[config.mk]
export PLATFORM = sky130hd
export DESIGN_NAME = os_inst_sequencer
export DESIGN_NICKNAME = d
export VERILOG_FILES = /design/src/rtl/os_inst_sequencer.sv
export SDC_FILE = /design/constraint.sdc
export NUM_CORES = 1
export LEC_CHECK = 0
export ABC_AREA = 0
export BUFFER_PORTS_ARGS = -buffer_cell sky130_fd_sc_hd__buf_2
export CAP_MARGIN = 20
export CELL_PAD_IN_SITES_DETAIL_PLACEMENT = 0
export CELL_PAD_IN_SITES_GLOBAL_PLACEMENT = 1
export CORE_MARGIN = 4
export CORE_UTILIZATION = 44
export CTS_CLUSTER_DIAMETER = 100
export CTS_CLUSTER_SIZE = 25
export DETAILED_ROUTE_END_ITERATION = 10
export MAX_ROUTING_LAYER = met4
export PLACE_DENSITY = 0.91
export SKIP_CTS_REPAIR_TIMING = 1
export SKIP_LAST_GASP = 1
export SLEW_MARGIN = 0
export SYNTH_ARGS = -nofsm -noshare
export SYNTH_HDL_FRONTEND = slang
export SYNTH_SLANG_ARGS = --single-unit
[constraint.sdc]
create_clock -name clk -period 6.3 [get_ports clk]
set_clock_uncertainty 0.2 [all_clocks]
set_input_delay 0.315 -clock clk [delete_from_list [all_inputs] [get_ports clk]]
set_output_delay 0.315 -clock clk [all_outputs]
set_load 0.005 [all_outputs]
[src/rtl/os_inst_sequencer.sv]
// Instruction sequencer for one output-stationary layer: loads activations and
// weights per input-channel pass, executes, then recalls and drains the psums.
module os_inst_sequencer #(
  parameter int n_ic    = 8,
  parameter int len_kij = 9,
  parameter int col     = 8,
  parameter int row     = 8,
  parameter int w_base  = 576
) (
  input  logic        clk,
  input  logic        reset,
  input  logic        start,
  input  logic        ofifo_valid,
  output logic [63:0] inst,
  output logic        busy,
  output logic        done
);

  typedef enum logic [2:0] {
    S_IDLE   = 3'd0,
    S_L0_LD  = 3'd1,
    S_L1_LD  = 3'd2,
    S_PRIME  = 3'd3,
    S_EXEC   = 3'd4,
    S_RECALL = 3'd5,
    S_DRAIN  = 3'd6,
    S_DONE   = 3'd7
  } state_t;

  localparam logic [63:0] IDLE_WORD = 64'h0000_0011_800C_0000;
  localparam logic [10:0] KIJ       = 11'(len_kij);
  localparam logic [10:0] WB        = 11'(w_base);
  localparam logic [10:0] LD_LAST   = 11'(len_kij);
  localparam logic [10:0] EX_LAST   = 11'(len_kij + col + row - 1);
  localparam logic [10:0] IC_LAST   = 11'(n_ic - 1);
  localparam logic [10:0] D_LAST    = 11'(col - 1);

  state_t      state_q, state_d;
  logic [10:0] ic_q, ic_d;
  logic [10:0] cnt_q, cnt_d;
  logic        xfer_q, xfer_d;
  logic [63:0] inst_q, inst_d;
  logic        busy_q, busy_d;
  logic        done_q, done_d;

  // Instruction word for a given state/counter; untouched fields keep IDLE values.
  function automatic logic [63:0] encode(input state_t st, input logic [10:0] ic,
                                         input logic [10:0] cnt, input logic xf);
    logic [63:0] w;
    logic [10:0] base;
    w    = IDLE_WORD;
    base = ic * KIJ;
    case (st)
      S_L0_LD: begin
        w[17:7] = base + cnt;
        w[19]   = (cnt == LD_LAST);
        w[2]    = (cnt != 11'd0);
      end
      S_L1_LD: begin
        w[17:7] = WB + base + cnt;
        w[19]   = (cnt == LD_LAST);
        w[37]   = (cnt != 11'd0);
      end
      S_PRIME: w[3] = 1'b1;
      S_EXEC: begin
        w[3] = (cnt < KIJ);
        w[1] = (cnt < KIJ);
      end
      S_RECALL: begin
        w[38] = 1'b1;
        w[34] = 1'b1;
      end
      S_DRAIN: begin
        w[39]    = 1'b1;
        w[34]    = 1'b1;
        w[30:20] = D_LAST - cnt;
        w[6]     = xf;
        w[32]    = ~xf;
        w[31]    = ~xf;
      end
      default: w = IDLE_WORD;
    endcase
    return w;
  endfunction

  // Next-state and counter logic; a DRAIN cycle is a transfer when xfer_q is set,
  // which holds ofifo_valid as sampled on the edge that produced that cycle's word.
  always_comb begin
    state_d = state_q;
    ic_d    = ic_q;
    cnt_d   = cnt_q;
    xfer_d  = 1'b0;
    case (state_q)
      S_IDLE: begin
        if (start) begin
          state_d = S_L0_LD;
          ic_d    = 11'd0;
          cnt_d   = 11'd0;
        end else begin
          state_d = S_IDLE;
        end
      end
      S_L0_LD: begin
        if (cnt_q == LD_LAST) begin
          state_d = S_L1_LD;
          cnt_d   = 11'd0;
        end else begin
          cnt_d = cnt_q + 11'd1;
        end
      end
      S_L1_LD: begin
        if (cnt_q == LD_LAST) begin
          state_d = S_PRIME;
          cnt_d   = 11'd0;
        end else begin
          cnt_d = cnt_q + 11'd1;
        end
      end
      S_PRIME: begin
        state_d = S_EXEC;
        cnt_d   = 11'd0;
      end
      S_EXEC: begin
        if (cnt_q == EX_LAST) begin
          cnt_d = 11'd0;
          if (ic_q < IC_LAST) begin
            ic_d    = ic_q + 11'd1;
            state_d = S_L0_LD;
          end else begin
            state_d = S_RECALL;
          end
        end else begin
          cnt_d = cnt_q + 11'd1;
        end
      end
      S_RECALL: begin
        state_d = S_DRAIN;
        cnt_d   = 11'd0;
        xfer_d  = ofifo_valid;
      end
      S_DRAIN: begin
        xfer_d = ofifo_valid;
        if (xfer_q) begin
          if (cnt_q == D_LAST) begin
            state_d = S_DONE;
            cnt_d   = 11'd0;
            xfer_d  = 1'b0;
          end else begin
            cnt_d = cnt_q + 11'd1;
          end
        end else begin
          cnt_d = cnt_q;
        end
      end
      S_DONE: begin
        state_d = S_IDLE;
        ic_d    = 11'd0;
        cnt_d   = 11'd0;
      end
      default: begin
        state_d = S_IDLE;
        ic_d    = 11'd0;
        cnt_d   = 11'd0;
      end
    endcase
  end

  // Output words are computed from the next state so they register alongside it.
  always_comb begin
    inst_d = encode(state_d, ic_d, cnt_d, xfer_d);
    busy_d = (state_d != S_IDLE) && (state_d != S_DONE);
    done_d = (state_d == S_DONE);
  end

  // State, counters and registered outputs.
  always_ff @(posedge clk or negedge reset) begin
    if (!reset) begin
      state_q <= S_IDLE;
      ic_q    <= 11'd0;
      cnt_q   <= 11'd0;
      xfer_q  <= 1'b0;
      inst_q  <= IDLE_WORD;
      busy_q  <= 1'b0;
      done_q  <= 1'b0;
    end else begin
      state_q <= state_d;
      ic_q    <= ic_d;
      cnt_q   <= cnt_d;
      xfer_q  <= xfer_d;
      inst_q  <= inst_d;
      busy_q  <= busy_d;
      done_q  <= done_d;
    end
  end

  assign inst = inst_q;
  assign busy = busy_q;
  assign done = done_q;

endmodule
# Yosys cells after proc, flatten, opt, wreduce, memory -nomap -nowiden
# Cells that the tools add are included.
dict set report op_classes {
  n_bitwise 1
  order_cmp 2
  shifts 0
  mul 1
  n_div 0
  reduce_logical 8
  n_addsub 6
  n_eq_ne 19
  n_mux 32
}
# cell count
set ops {}
lappend ops {{11-bit two-way mux} 8}
lappend ops {{11-bit case mux with 5 select lines} 1}
lappend ops {{11-bit case mux with 3 select lines} 1}
lappend ops {{3-bit == test (second input constant)} 8}
lappend ops {{3-bit case mux with 8 select lines} 1}
lappend ops {{11-bit by 1-bit adder with 11-bit output (second input constant)} 2}
lappend ops {{11-bit adder} 2}
lappend ops {{11-bit by 4-bit == test with 1-bit output (second input constant)} 2}
lappend ops {{11-bit case mux with 2 select lines} 1}
lappend ops {{3-bit two-way mux} 6}
lappend ops {{13-bit two-way mux} 1}
lappend ops {{3-bit by 2-bit == test with 1-bit output (second input constant)} 4}
lappend ops {{10-bit by 11-bit adder with 11-bit output (first input constant)} 1}
lappend ops {{11-bit by 3-bit == test with 1-bit output (second input constant)} 1}
lappend ops {{11-bit by 5-bit == test with 1-bit output (second input constant)} 1}
lappend ops {{11-bit by 3-bit < comparator with 1-bit output (second input constant)} 1}
lappend ops {{11-bit by 4-bit < comparator with 1-bit output (second input constant)} 1}
lappend ops {{11-bit by 4-bit multiplier with 11-bit output (second input constant)} 1}
lappend ops {{1-bit two-way mux} 11}
lappend ops {{11-bit nonzero test} 1}
lappend ops {{3-bit by 11-bit subtractor with 11-bit output (first input constant)} 1}
lappend ops {{3-bit by 1-bit == test with 1-bit output (second input constant)} 2}
lappend ops {{2-bit OR reduction} 3}
lappend ops {{1-bit case mux with 2 select lines} 2}
lappend ops {{other kinds (6)} 6}
dict set report totals {
  romBits 0
  latchBits 0
  elab_cells 76
  ff_bits 61
  mem_bits_rw 0
  memories 0
}

# Longest topological paths before layout
dict set report logic_depth {
  depth_word 8
  depth_mapped 23
  mapped_depth_nobuf 23
}

# Worst setup path before layout
# Ideal clock, no wire load.
dict set report synth_path {
  path_kind {reg2reg}
  start {reg cnt_q[7]}
  end {reg inst_q[17], in the netlist inst[17]}
  path_stages_with_launch 22
  t_arrival_ps 4819
  n_path_buf 0
  setup_slack_ps 1143
  required_ps 5962
  cell_sequence {dfrtp_1 -> nor4_2 -> and3_1 -> and3_1 -> nor2_1 -> or2_2 -> a22o_1 -> ha_1 -> ha_1 -> inv_1 -> fa_1 -> inv_1 -> a21o_1 -> a21oi_1 -> xnor2_1 -> ha_1 -> inv_1 -> fa_1 -> and3_1 -> a311o_1 -> xnor2_1 -> o22ai_1}
}
dict set report synth_via {
  elab_chain_len 7
  word_cells_on_any_way 25
  cone_classes {add/sub: 4; mul: 1; eq/ne: 5; mux: 15}
}
# item line
set synth_rtl {}
lappend synth_rtl {{start: declaration} 40} ;# logic [10:0] cnt_q, cnt_d;
lappend synth_rtl {{start signal: assignment} 188} ;# cnt_q <= cnt_d;
lappend synth_rtl {{11-bit by 5-bit == test with 1-bit output (*)} 124} ;# if (cnt_q == EX_LAST) begin
lappend synth_rtl {{11-bit two-way mux (*)} 124}
lappend synth_rtl {{11-bit case mux with 3 select lines (*)} 93} ;# case (state_q)
lappend synth_rtl {{via ic_d[1]} 39} ;# logic [10:0] ic_q, ic_d;
lappend synth_rtl {{11-bit by 4-bit multiplier with 11-bit output (*)} 52} ;# base = ic * KIJ;
lappend synth_rtl {{10-bit by 11-bit adder with 11-bit output} 60} ;# w[17:7] = WB + base + cnt;
lappend synth_rtl {{11-bit adder} 60}
lappend synth_rtl {{11-bit case mux with 2 select lines (*)} 53} ;# case (st)
lappend synth_rtl {{via inst_d[17]} 42} ;# logic [63:0] inst_q, inst_d;
lappend synth_rtl {{end signal: assignment} 190} ;# inst_q <= inst_d;
lappend synth_rtl {{end: declaration} 42}
# The timed path passes the listed nets; every way through them passes the cells marked *.

# Worst setup path after layout
# Same ends and word-level chain as after synthesis.

==> impl_metrics.yaml <==
global_routing:
  gr-usage-all-layers: 0.187
  grt_pass1_vias: 3284
  grt-ovfl-total: 0
  antenna_found_initial: 0
  grt_pass1_wl_um: 16600
  grt_max_degree: 61
power_and_ir_drop:
  power_leakage_uw: 0.00240
  p_per_area_nw_per_um2: 162
  ir_drop_mv: 0.115
timing:
  relSlewSlack: 0.461
  grt_setup_unrepaired: "false"
  slew_violations: 0
  setup-violations-final: 0
  fin_setup_tns_ns: 0
  min_period_ns: 5.70
  max_freq_mhz: 175
  final-hold-violation-count: 0
  whs_ns: 0.363
  tightest_slew_ns: 0.804
  timing.final.crit_share: 0.905
hold_path:
  hp-start: "ic_q[10]"
  worst_hold_path_type: "flop to flop"
clock_tree:
  cts.sinks: 60
  clkTransAtPathRegs_ns: 0.07
  cts_buffer_depth: 2
  clock_latency_ns: 0.35
  cts_tree: "done"
  numCtsBuffers: 9
  htreeDepth: 3
  clockRootBuffer: "clkbuf_8"
floorplan:
  die_y_um: 109
  io_pins: 70
  die_area_um2: 11800
  die_width_um: 109
  core_area_um2: 9820
  start_util: 0.454
  floorplan.rows: 36
detailed_routing:
  avgViaCountPerCell: 5.25
  routedWlPerCell_um: 15.9
  drt-total-wl_um: 10200
  drtAntennaViolNets: 0
  drtIter0Drc: 144
  drc_errors: 0
  num_vias: 3352
  firstDrtPassIters: 4
worst_setup_path:
  endpoint_kind: "flop"
  critPathLaunchType: "flop"
  crit_type: "flop to flop"
  r2r-start: "cnt_q[7]"
  worst_ep_arrival_time_ns: 5.70
  startpoint: "cnt_q[7]"
  required_ns: 6.30
  crit_fanout: 7
  r2r_slack_ns: 0.60
synth:
  seq_area_frac_synth: 0.338
  yosysWarnings: 0
  syn_area_per_cell_um2: 9.68
  synth-seq-cells: 60
  yosysUniqueCellTypes: 75
  synthCells: 460
  synth_area_um2: 4450
  synthFlopType: "dfrtp_1"
  synthArstFlopShare: 1.00
  synth-edff-count: 0
layout:
  layout_common_cells: "dfrtp_1 (58), inv_1 (41), ha_1 (39)"
  fin_nets: 553
  fin_util: 0.495
  area_growth_pct: 9.10
  mostFrequentLayoutCell: "dfrtp_1"
  n_antenna_cell: 0
  drive_gt1_frac: 0.174
place:
  hpwl_um: 7780
  gp_congestion: 0.957
  port_buffers: 38
run:
  cap_violations: 0
status:
  status: "complete, no violations"
## where the power goes
part	switching, uW	internal [uW]	leakage [uW]
clock	152	233	0.000107
sequential	0	385	0.000792
combinational	13.2	2.41	0.00150
total	166	621	0.00240
## per-layer routing
layer / vias to the layer above / GRT usage / wire, um
li1: 1604 / - / -
met1: 1646 / 0.236 / 4470
met2: 93 / 0.304 / 4970
met3: 9 / 0.0403 / 602
met4: 0 / 0.0577 / 119
met5: - / - / 0
## synthesized netlist by cell type (3+ instances only)
| library cell | instances | share of area |
|---|---|---|
| a211oi_1 | 3 | 0.0051 |
| a21o_1 | 4 | 0.0067 |
| a21oi_1 | 17 | 0.019 |
| a31oi_1 | 8 | 0.011 |
| and2_1 | 6 | 0.0084 |
| and3_1 | 3 | 0.0042 |
| buf_4 | 33 | 0.056 |
| buf_6 | 3 | 0.0076 |
| clkbuf_1 | 4 | 0.0034 |
| dfrtp_1 | 58 | 0.33 |
| fa_1 | 10 | 0.045 |
| ha_1 | 39 | 0.11 |
| inv_1 | 41 | 0.035 |
| nand2_1 | 23 | 0.019 |
| nand2b_1 | 5 | 0.0070 |
| nand3_1 | 9 | 0.010 |
| nand3b_1 | 3 | 0.0051 |
| nand4_1 | 4 | 0.0056 |
| nor2_1 | 35 | 0.029 |
| nor2b_1 | 10 | 0.014 |
| nor3_1 | 9 | 0.010 |
| nor3_2 | 3 | 0.0067 |
| nor4_1 | 4 | 0.0056 |
| o21ai_0 | 13 | 0.015 |
| o21ai_1 | 3 | 0.0034 |
| o21bai_1 | 7 | 0.012 |
| o22ai_1 | 10 | 0.014 |
| or2_2 | 5 | 0.0070 |
| xnor2_1 | 22 | 0.043 |
| xor2_1 | 10 | 0.020 |
## critical path, stage by stage (launching register included)
cell and delay (ns):
dfrtp_1 0.45, nor4_2 0.75, and3_1 0.31, and3_1 0.24, nor2_1 0.07, or2_2 0.28, a22o_1 0.24, ha_1 0.30
ha_1 0.17, inv_1 0.06, fa_1 0.40, inv_1 0.07, a21o_1 0.10, a21oi_1 0.08, xnor2_1 0.25, ha_1 0.23
inv_1 0.06, fa_1 0.50, and3_1 0.21, a311o_1 0.32, xnor2_1 0.16, o22ai_1 0.10
## path summary, 6_finish.rpt
kind	end	cells after the start
hold reg to reg	ic_q[10]	1
min in group asynchronous	cnt_q[7]	3
max in group asynchronous	state_q[1]	3
setup / recovery	inst[17]	21
hold / removal	ic_q[10]	1
setup reg to reg	inst[17]	21
## flip-flops by register name (all words and copies together) (netlist names)
signal,flops
cnt_q,11
inst,32
state_q,3
ic_q,11
done,1
busy,1
xfer_q,1
## stage by stage
step	instances	power, uW	setup slack (ns)	cell area [um^2]
floorplan	489	412	1.14	4560
detailed placement	620	407	0.661	4620
CTS	636	799	0.625	4840
global route	638	822	0.305	4860
finish	638	786	0.601	4860
global placement	620	407	0.824	4620
## cell families (layout without fill, tap and decap cells)
logic type | count (synthesis) | after routing | share of synthesized area
compound gates | 90 | 90 | 0.147
xor+xnor | 33 | 33 | 0.0680
fa+ha+maj | 49 | 49 | 0.154
buf+inv | 85 | 101 | 0.107
flops | 60 | 60 | 0.338
mux | 3 | 3 | 0.00702
other cells | 2 | 31 | 0.00169
simple gates | 138 | 138 | 0.176
## layout make-up
class / count / area, um^2
clock buffers: 12 / 145
clock inverters: 4 / 72.6
fillers: 950 / 4960
inverters: 42 / 158
multi-input cells: 344 / 2580
flip-flops and latches: 60 / 1500
well taps: 133 / 166
repair buffers: 43 / 233
No activity file was read; power rests on OpenSTA's default activity.
